<file path="config.mk">
export PLATFORM = sky130hd
export DESIGN_NAME = key_event_scheduler
export DESIGN_NICKNAME = d
export VERILOG_FILES = /design/src/rtl/key_event_scheduler.sv
export SDC_FILE = /design/constraint.sdc
export NUM_CORES = 1
export LEC_CHECK = 0
export CAP_MARGIN = 20
export CELL_PAD_IN_SITES_DETAIL_PLACEMENT = 1
export CELL_PAD_IN_SITES_GLOBAL_PLACEMENT = 2
export CORE_UTILIZATION = 40
export DETAILED_ROUTE_END_ITERATION = 12
export PLACE_DENSITY_LB_ADDON = 0.1
export SYNTH_ARGS = -nofsm -noshare
export SYNTH_HDL_FRONTEND = slang
export SYNTH_SLANG_ARGS = --single-unit
</file>
<file path="constraint.sdc">
create_clock -name clock -period 9.8 [get_ports clock]
set_clock_uncertainty 0.2 [all_clocks]
set_input_delay 1.47 -clock clock [delete_from_list [all_inputs] [get_ports clock]]
set_output_delay 1.47 -clock clock [all_outputs]
set_load 0.01 [all_outputs]
</file>
<file path="src/rtl/key_event_scheduler.sv">
// PS/2 scancode parser for the Z X C V B game keys.
// Emits make/break events through a small FWFT FIFO and tracks held keys.
module key_event_scheduler #(
  parameter int FIFO_DEPTH     = 4,
  parameter int TIMEOUT_CYCLES = 50000,
  parameter int TO_W           = 16
) (
  input  logic       clock,
  input  logic       reset,
  input  logic [7:0] ps2_byte,
  input  logic       ps2_byte_en,
  output logic       event_valid,
  output logic [2:0] event_key,
  output logic       event_make,
  input  logic       event_ready,
  output logic [4:0] key_state,
  output logic       overflow
);

  localparam int PW = (FIFO_DEPTH > 2) ? $clog2(FIFO_DEPTH) : 1;
  localparam int CW = $clog2(FIFO_DEPTH + 1);

  localparam logic [1:0] S_IDLE = 2'd0;
  localparam logic [1:0] S_BRK  = 2'd1;
  localparam logic [1:0] S_EXT  = 2'd2;
  localparam logic [1:0] S_EBRK = 2'd3;

  localparam logic [7:0] B_F0 = 8'hF0;
  localparam logic [7:0] B_E0 = 8'hE0;

  localparam logic [TO_W-1:0] TO_LAST = TO_W'(TIMEOUT_CYCLES - 1);
  localparam logic [CW-1:0]   FULL_N  = CW'(FIFO_DEPTH);

  logic [1:0]      state_q, state_d;
  logic [TO_W-1:0] to_q, to_d;
  logic [4:0]      keys_q, keys_d;
  logic            ovf_q, ovf_d;
  logic [3:0]      head_q, head_d;

  logic [3:0]      mem_q [FIFO_DEPTH];
  logic [PW-1:0]   rd_q, rd_d;
  logic [PW-1:0]   wr_q, wr_d;
  logic [CW-1:0]   cnt_q, cnt_d;

  logic [2:0] kcode;
  logic [4:0] koh;
  logic       mapped;
  logic       held;

  logic       push;
  logic       push_make;
  logic [3:0] push_word;
  logic       pop;
  logic       full;
  logic       push_ok;
  logic [CW-1:0] remain;
  logic [PW-1:0] rd_nxt;

  always_comb begin
    kcode = 3'd0;
    koh   = 5'b00000;
    case (ps2_byte)
      8'h1A: begin kcode = 3'd1; koh = 5'b00001; end
      8'h22: begin kcode = 3'd2; koh = 5'b00010; end
      8'h21: begin kcode = 3'd3; koh = 5'b00100; end
      8'h2A: begin kcode = 3'd4; koh = 5'b01000; end
      8'h32: begin kcode = 3'd5; koh = 5'b10000; end
      default: begin kcode = 3'd0; koh = 5'b00000; end
    endcase
  end

  assign mapped = (kcode != 3'd0);
  assign held   = |(keys_q & koh);

  always_comb begin
    state_d   = state_q;
    to_d      = to_q;
    keys_d    = keys_q;
    push      = 1'b0;
    push_make = 1'b0;
    if (ps2_byte_en) begin
      to_d = '0;
      case (state_q)
        S_IDLE: begin
          if (ps2_byte == B_F0) begin
            state_d = S_BRK;
          end else if (ps2_byte == B_E0) begin
            state_d = S_EXT;
          end else if (mapped && !held) begin
            keys_d    = keys_q | koh;
            push      = 1'b1;
            push_make = 1'b1;
          end
        end
        S_BRK: begin
          state_d = S_IDLE;
          if (mapped && held) begin
            keys_d = keys_q & ~koh;
            push   = 1'b1;
          end
        end
        S_EXT: begin
          state_d = (ps2_byte == B_F0) ? S_EBRK : S_IDLE;
        end
        default: begin
          // extended break codes are consumed without touching key state
          state_d = S_IDLE;
        end
      endcase
    end else if (state_q != S_IDLE) begin
      if (to_q == TO_LAST) begin
        state_d = S_IDLE;
        to_d    = '0;
      end else begin
        to_d = to_q + 1'b1;
      end
    end else begin
      to_d = '0;
    end
  end

  assign push_word = {push_make, kcode};
  assign pop       = (cnt_q != '0) && event_ready;
  assign full      = (cnt_q == FULL_N);
  assign push_ok   = push && (!full || pop);
  assign remain    = cnt_q - CW'(pop);
  assign rd_nxt    = rd_q + PW'(pop);

  always_comb begin
    rd_d  = rd_nxt;
    wr_d  = wr_q + PW'(push_ok);
    cnt_d = cnt_q + CW'(push_ok) - CW'(pop);
    ovf_d = ovf_q | (push && full && !pop);
    // head register holds its last value once the FIFO runs dry
    if (cnt_d == '0) begin
      head_d = head_q;
    end else if (remain == '0) begin
      head_d = push_word;
    end else begin
      head_d = mem_q[rd_nxt];
    end
  end

  always_ff @(posedge clock) begin
    if (reset) begin
      state_q <= S_IDLE;
      to_q    <= '0;
      keys_q  <= 5'b00000;
      ovf_q   <= 1'b0;
      head_q  <= 4'b0000;
      rd_q    <= '0;
      wr_q    <= '0;
      cnt_q   <= '0;
    end else begin
      state_q <= state_d;
      to_q    <= to_d;
      keys_q  <= keys_d;
      ovf_q   <= ovf_d;
      head_q  <= head_d;
      rd_q    <= rd_d;
      wr_q    <= wr_d;
      cnt_q   <= cnt_d;
    end
  end

  always_ff @(posedge clock) begin
    if (!reset && push_ok) begin
      mem_q[wr_q] <= push_word;
    end
  end

  assign event_valid = (cnt_q != '0);
  assign event_key   = head_q[2:0];
  assign event_make  = head_q[3];
  assign key_state   = keys_q;
  assign overflow    = ovf_q;

endmodule

</file>
==> results.json, run 1 <==
{
  "ir_drop_uv": 108,
  "drv_slew": 0,
  "numCtsBuffers": 5,
  "cts_sinks": 51,
  "hpwl_microns": 4260,
  "syn_area_per_cell_sq_um": 10.3,
  "hold_class": "reg2reg",
  "async_flop_share_pct": 0,
  "crit_fanout": 9,
  "hold_buffers": 0,
  "drt_iter0_drc": 65,
  "yosys_warnings": 0,
  "nFillCells": 670,
  "wirelength_microns": 5700,
  "ys_seq_area_share_pct": 47.0,
  "core_sq_um": 5990,
  "wl_met3_microns": 130,
  "period_share_pct": 55.8,
  "yosysTopAreaCell": "dfxtp_1",
  "worst-slew-pin-transition_ps": 1040,
  "final_layout_size_suffix_gt1_share_pct": 8.49,
  "yosys.area.top_type_share_pct": 27.9,
  "layout.nets": 289,
  "synth_seq_cells": 51,
  "cts_buffer_depth": 2,
  "gp_congestion": 0.745,
  "synth_nets": 263,
  "maxCapViolCount": 0,
  "grt_overflow": 0,
  "cp.required_ps": 9830,
  "ant_nets": 0,
  "ios": 23,
  "synth_edf_count": 16,
  "clk_pin_slew_worst_paths_ps": 100,
  "post-route-min-period_ps": 5470,
  "cts_root_buffer": "clkbuf_8",
  "syn_to_final_growth_pct": 16.4,
  "ys.flop_type": "dfxtp_1",
  "avgRoutedWirePerCell_microns": 16.5,
  "die-area_sq_um": 6610,
  "m1WireLength_microns": 2790,
  "status": "complete, no violations",
  "vias_per_cell": 5.36,
  "synth_cells": 244,
  "fp.dieH_microns": 81.3,
  "placed_area_sq_um": 2810,
  "rows": 28,
  "antenna_found_initial": 0,
  "p_per_area_nw_per_um2": 196,
  "end_kind": "flip-flop",
  "cts_setup_buffers": 0,
  "grt_pass1_wl_microns": 9320,
  "final-setup-viol-count": 0,
  "drc": 0,
  "synthTopCellsByArea": "dfxtp_1 28%, edfxtp_1 19%, nor2_1 5.7%",
  "dieWidth_microns": 81.3,
  "cp_data_arrival_time_ps": 5500,
  "insertedDiodeCount": 0,
  "num_vias": 1853,
  "portBuffers": 22,
  "met2WireLength_microns": 2700,
  "cts_max_level": 2,
  "drtPass1Iterations": 4,
  "fin_setup_tns_ps": 0,
  "start_util_pct": 42.0,
  "fmax_ghz": 0.183,
  "power.leakage_nw": 1.01,
  "netlist_area_sq_um": 2510,
  "rsz0062_at_grt": "no",
  "criticalPathCategory": "in2reg",
  "synth.distinct_cells": 49,
  "clock_latency_ps": 320,
  "stdcell_area_sq_um": 2930,
  "relSlewSlack_pct": 29.8,
  "grt_max_degree": 25,
  "hold_violations": 0,
  "top_layer": "met4",
  "cts_tree": "yes",
  "grt_usage_pct": 19.1,
  "worstSetupStartpointType": "input pin",
  "cts_resized": 0,
  "grt_pass1_vias": 1815
}
## cells in the final DEF, fill, tap and decap left out, drive strengths merged, types with 3 or more instances in the layout
cell type / netlist / layout
a21oi: 4 / 4
a311oi: 4 / 4
a31oi: 4 / 4
and2: 3 / 3
and3: 6 / 6
and4: 3 / 3
buf: 3 / 3
clkbuf: 3 / 5
clkdlybuf4s50: 0 / 22
dfxtp: 35 / 35
edfxtp: 16 / 16
ha: 6 / 6
inv: 5 / 6
mux4: 4 / 4
nand2: 16 / 16
nand2b: 9 / 9
nand3: 9 / 9
nor2: 38 / 38
nor2b: 8 / 8
nor3: 3 / 3
nor3b: 3 / 3
nor4: 3 / 3
nor4b: 6 / 6
o21ai: 7 / 7
xnor2: 9 / 9
xor2: 11 / 11
## flip-flops by register name (all words and copies together), names as in the netlist, named ones only
signal    flops
wr_q          2
to_q         16
state_q       2
rd_q          2
mem_q        16
cnt_q         3
head_q        4
overflow      1
## logic make-up after synthesis
| kind of cell | Yosys count | share of synthesized area (%) |
|---|---|---|
| AOI/OAI and AO/OA | 25 | 6.77 |
| and+or+nand+nor | 123 | 27.7 |
| muxes | 7 | 5.52 |
| DFF | 51 | 47.0 |
| buffers and inverters | 11 | 2.29 |
| xor gates and xnor gates | 20 | 6.97 |
| adders and majority gates | 7 | 3.78 |
## area by class of cell
class / instances / area (sq um) / share of cell area (%)
inverters: 5 / 18.8 / 0.641
well taps: 75 / 93.8 / 3.21
clock buffers: 5 / 68.8 / 2.35
multi-input cells: 182 / 1280 / 43.6
clock inverters: 3 / 46.3 / 1.58
repair buffers: 25 / 243 / 8.29
flip-flops and latches: 51 / 1180 / 40.3
## worst max-delay path, stage by stage
cell	delay, ps
clkdlybuf4s50_1	550
or4b_4	630
nor4_4	300
a222oi_1	160
buf_4	200
mux2_4	340
nand2b_1	90
ha_1	230
inv_1	60
ha_1	130
inv_1	50
fa_1	380
xor2_1	160
xnor2_1	190
nand3b_1	260
a311oi_1	290
## path summary, 6_finish.rpt
check	startpoint	endpoint	slack, ps	depth (start not counted)
max reg2reg	state_q[1]$_SDFFE_PP0P_	head_q[3]$_SDFFE_PP0P_	5780	14
min	overflow$_SDFF_PP0_	overflow$_SDFF_PP0_	270	2
min reg2reg	overflow$_SDFF_PP0_	overflow$_SDFF_PP0_	270	2
max	ps2_byte[4]	head_q[3]$_SDFFE_PP0P_	4330	16
## metrics by stage
step           worst slack [ps]  util, %  total power [mW]  hold WS [ps]  std cells
2_1_floorplan              4850        -             0.371           230        244
3_3_place_gp               4190     47.0             0.422           252        338
3_5_place_dp               4000     47.0             0.430           265        338
4_1_cts                    4320     48.9             0.583           282        346
5_1_grt                    4000     48.9             0.615           311        346
6_report                   4330     48.9             0.575           272        346
## synth_stat cells, drive strengths merged (2+ instances only)
cell type  count
a21oi          4
a311oi         4
a31oi          4
and2           3
and3           6
and3b          2
and4           3
buf            3
clkbuf         3
dfxtp         35
edfxtp        16
ha             6
inv            5
mux2           2
mux4           4
nand2         16
nand2b         9
nand3          9
nand3b         2
nand4          2
nor2          38
nor2b          8
nor3           3
nor3b          3
nor4           3
nor4b          6
nor4bb         2
o21ai          7
or2            2
or3            2
or4b           2
xnor2          9
xor2          11
## report_power, final
group / total [mW] / switching [mW] / internal [mW]
Combinational: 0.178 / 0.0926 / 0.0859
Sequential: 0.243 / 0.0111 / 0.231
Clock: 0.154 / 0.0767 / 0.0770
## layer usage
layer | vias up | track usage [%]
li1 | 927 | -
met4 | 0 | 5.36
met3 | 6 | 3.37
met5 | - | 0
met2 | 25 | 31.3
met1 | 895 | 25.7
No activity file was read; power rests on OpenSTA's default activity.
==> run 2, diff against run 1 <==
--- a/config.mk
+++ b/config.mk
@@ -8,7 +8,7 @@
 export CAP_MARGIN = 20
 export CELL_PAD_IN_SITES_DETAIL_PLACEMENT = 1
 export CELL_PAD_IN_SITES_GLOBAL_PLACEMENT = 2
-export CORE_UTILIZATION = 40
+export CORE_UTILIZATION = 37
 export DETAILED_ROUTE_END_ITERATION = 12
 export PLACE_DENSITY_LB_ADDON = 0.1
 export SYNTH_ARGS = -nofsm -noshare
==> constraint.sdc (replaced) <==
create_clock -name clock -period 5.44 [get_ports clock]
set_clock_uncertainty 0.2 [all_clocks]
set_input_delay 0.816 -clock clock [delete_from_list [all_inputs] [get_ports clock]]
set_output_delay 0.816 -clock clock [all_outputs]
set_load 0.01 [all_outputs]
==> run 2 against run 1 <==
  * Register-to-register slack lost 4100 ps
  * Hold slack lost 6.3 ps
  * The run now ends with DRC left
  * Sequential share of layout area grew 0.10 points
  * Utilization shrank 3.7 points
  * Via count shrank 0.32%
  * Clock power grew 49%
==> results.json, run 2 (same netlist as run 1, synthesis figures left out) <==
{
  "rsz0062_at_grt": "no",
  "post-route-min-period_ps": 4660,
  "p_comb_share_pct": 32.4,
  "die-area_sq_um": 7130,
  "slowest_delay_ps": 620,
  "crit_fanout": 9,
  "cp.required_ps": 5460,
  "drtPass1Iterations": 10,
  "wirelength_microns": 5450,
  "hold_violations": 0,
  "ant_nets": 0,
  "r2r_start": "state_q[1]$_SDFFE_PP0P_",
  "ir_drop_uv": 120,
  "insertedDiodeCount": 0,
  "hold_buffers": 0,
  "reg_top3": "mem_q (16), to_q (16), head_q (4)",
  "grt_overflow": 0,
  "final-setup-viol-count": 0,
  "grt_usage_pct": 16.7,
  "cp_data_arrival_time_ps": 4680,
  "power.internal_mw": 0.676,
  "period_share_pct": 85.6,
  "cts_sinks": 51,
  "start_util_pct": 38.9,
  "ios": 23,
  "grt_pass1_vias": 1797,
  "layout_common_cells": "38 x nor2_1, 35 x dfxtp_1, 22 x clkdlybuf4s50_1, 16 x nand2_1, 16 x edfxtp_1",
  "avgRoutedWirePerCell_microns": 15.6,
  "final_layout_size_suffix_gt1_share_pct": 8.82,
  "path_cells": "clkdlybuf4s50_1 > or4b_4 > nor4_4 > a222oi_1 > mux2_4 > nand2b_1 > ha_1 > inv_1 > ha_1 > inv_1 > fa_1 > xor2_1 > xnor2_1 > nand3b_1 > a311oi_1",
  "grt_max_degree": 17,
  "num_vias": 1847,
  "violations": "DRC",
  "total_power_mw": 0.986,
  "cts_resized": 0,
  "core_sq_um": 6460,
  "rows": 29,
  "grt_pass1_wl_microns": 9280,
  "portBuffers": 22,
  "status": "finished, violations left",
  "layout.nets": 290,
  "final_common_cell": "nor2_1",
  "fin_setup_tns_ps": 0,
  "fp.dieH_microns": 84.4,
  "cts_setup_buffers": 0,
  "cp-startpoint": "ps2_byte[4]",
  "hold_class": "reg2reg",
  "p_sw_share_pct": 31.5,
  "drc": 3,
  "clkPwrFrac_pct": 23.3,
  "relSlewSlack_pct": 31.2,
  "gp_congestion": 0.766,
  "antenna_found_initial": 0,
  "hp-start": "overflow$_SDFF_PP0_",
  "end_kind": "flip-flop",
  "syn_to_final_growth_pct": 16.1,
  "cts_max_level": 2,
  "power.leakage_nw": 1.02,
  "clock_latency_ps": 300,
  "clk_pin_slew_worst_paths_ps": 100,
  "cts_root_buffer": "clkbuf_8",
  "worstSetupStartpointType": "input pin",
  "numCtsBuffers": 5,
  "fin_cells": 349,
  "hpwl_microns": 4110,
  "drt_iter0_drc": 92,
  "fmax_ghz": 0.215,
  "vias_per_cell": 5.29,
  "stdcell_area_sq_um": 2920,
  "drv_slew": 0,
  "cts_buffer_depth": 2,
  "dieWidth_microns": 84.4,
  "place_inst": 341,
  "p_seq_share_pct": 44.3,
  "criticalPathCategory": "in2reg",
  "cpMaxStageDelayCell": "or4b_4",
  "p_per_area_nw_per_um2": 338,
  "cts_tree": "yes",
  "worst-slew-pin-transition_ps": 1020,
  "power.switching_mw": 0.310,
  "placed_area_sq_um": 2820,
  "maxCapViolCount": 0
}
==> run 2: changes by cell type in the layout (fill, tap and decap cells not counted) <==
cell	before	now
buf_4	3	4
bufinv_16	1	0
clkbuf_8	5	6
clkinv_4	0	1
clkinvlp_4	1	0
inv_4	0	1
inv_6	1	0
==> run 2: cell type report <==
class	instances	area (sq um)
clock buffer	6	82.6
timing repair buffer	26	250
sequential	51	1180
multi-input combinational	182	1280
clock inverter	2	15.0
inverter	5	18.8
fill	726	3540
tap	77	96.3
==> run 2: per-layer routing <==
layer	global-route usage [%]	up-vias	wire, microns
met5	0	-	0
met4	4.16	0	36
li1	-	936	-
met3	3.83	2	136
met1	22.5	889	2600
met2	27.5	20	2670
==> run 2: path summary, 6_finish.rpt <==
| check | end | slack, ps | cells after the start |
|---|---|---|---|
| hold / removal | overflow$_SDFF_PP0_ | 270 | 2 |
| setup / recovery | head_q[3]$_SDFFE_PP0P_ | 780 | 15 |
| setup reg to reg | head_q[3]$_SDFFE_PP0P_ | 1650 | 15 |
| hold reg to reg | overflow$_SDFF_PP0_ | 270 | 2 |
==> run 2: worst max-delay path, delay by kind of cell <==
kind,cells,cell delay (ps)
AO/OA/AOI/OAI,2,480
XOR/XNOR,2,350
buffers and inverters,3,660
adder cells (fa/ha/maj),3,730
AND/OR/NAND/NOR,4,1270
multiplexers,1,370
==> run 2: power groups by stage <==
stage / clock network [mW] / logic (mW) / registers, mW
after floorplan: 0 / 0.222 / 0.446
after global placement: 0 / 0.315 / 0.446
after detailed placement: 0 / 0.324 / 0.446
after CTS: 0.242 / 0.326 / 0.437
after global routing: 0.259 / 0.354 / 0.440
final: 0.230 / 0.319 / 0.437
==> run 2: metrics by stage <==
step           setup WS [ps]  hold slack [ps]  utilization [%]
5_1_grt                  473              300             45.2
6_report                 781              266             45.2
3_3_place_gp             609              250             43.7
3_5_place_dp             469              253             43.7
4_1_cts                  757              268             45.2
2_1_floorplan           1150              230                -
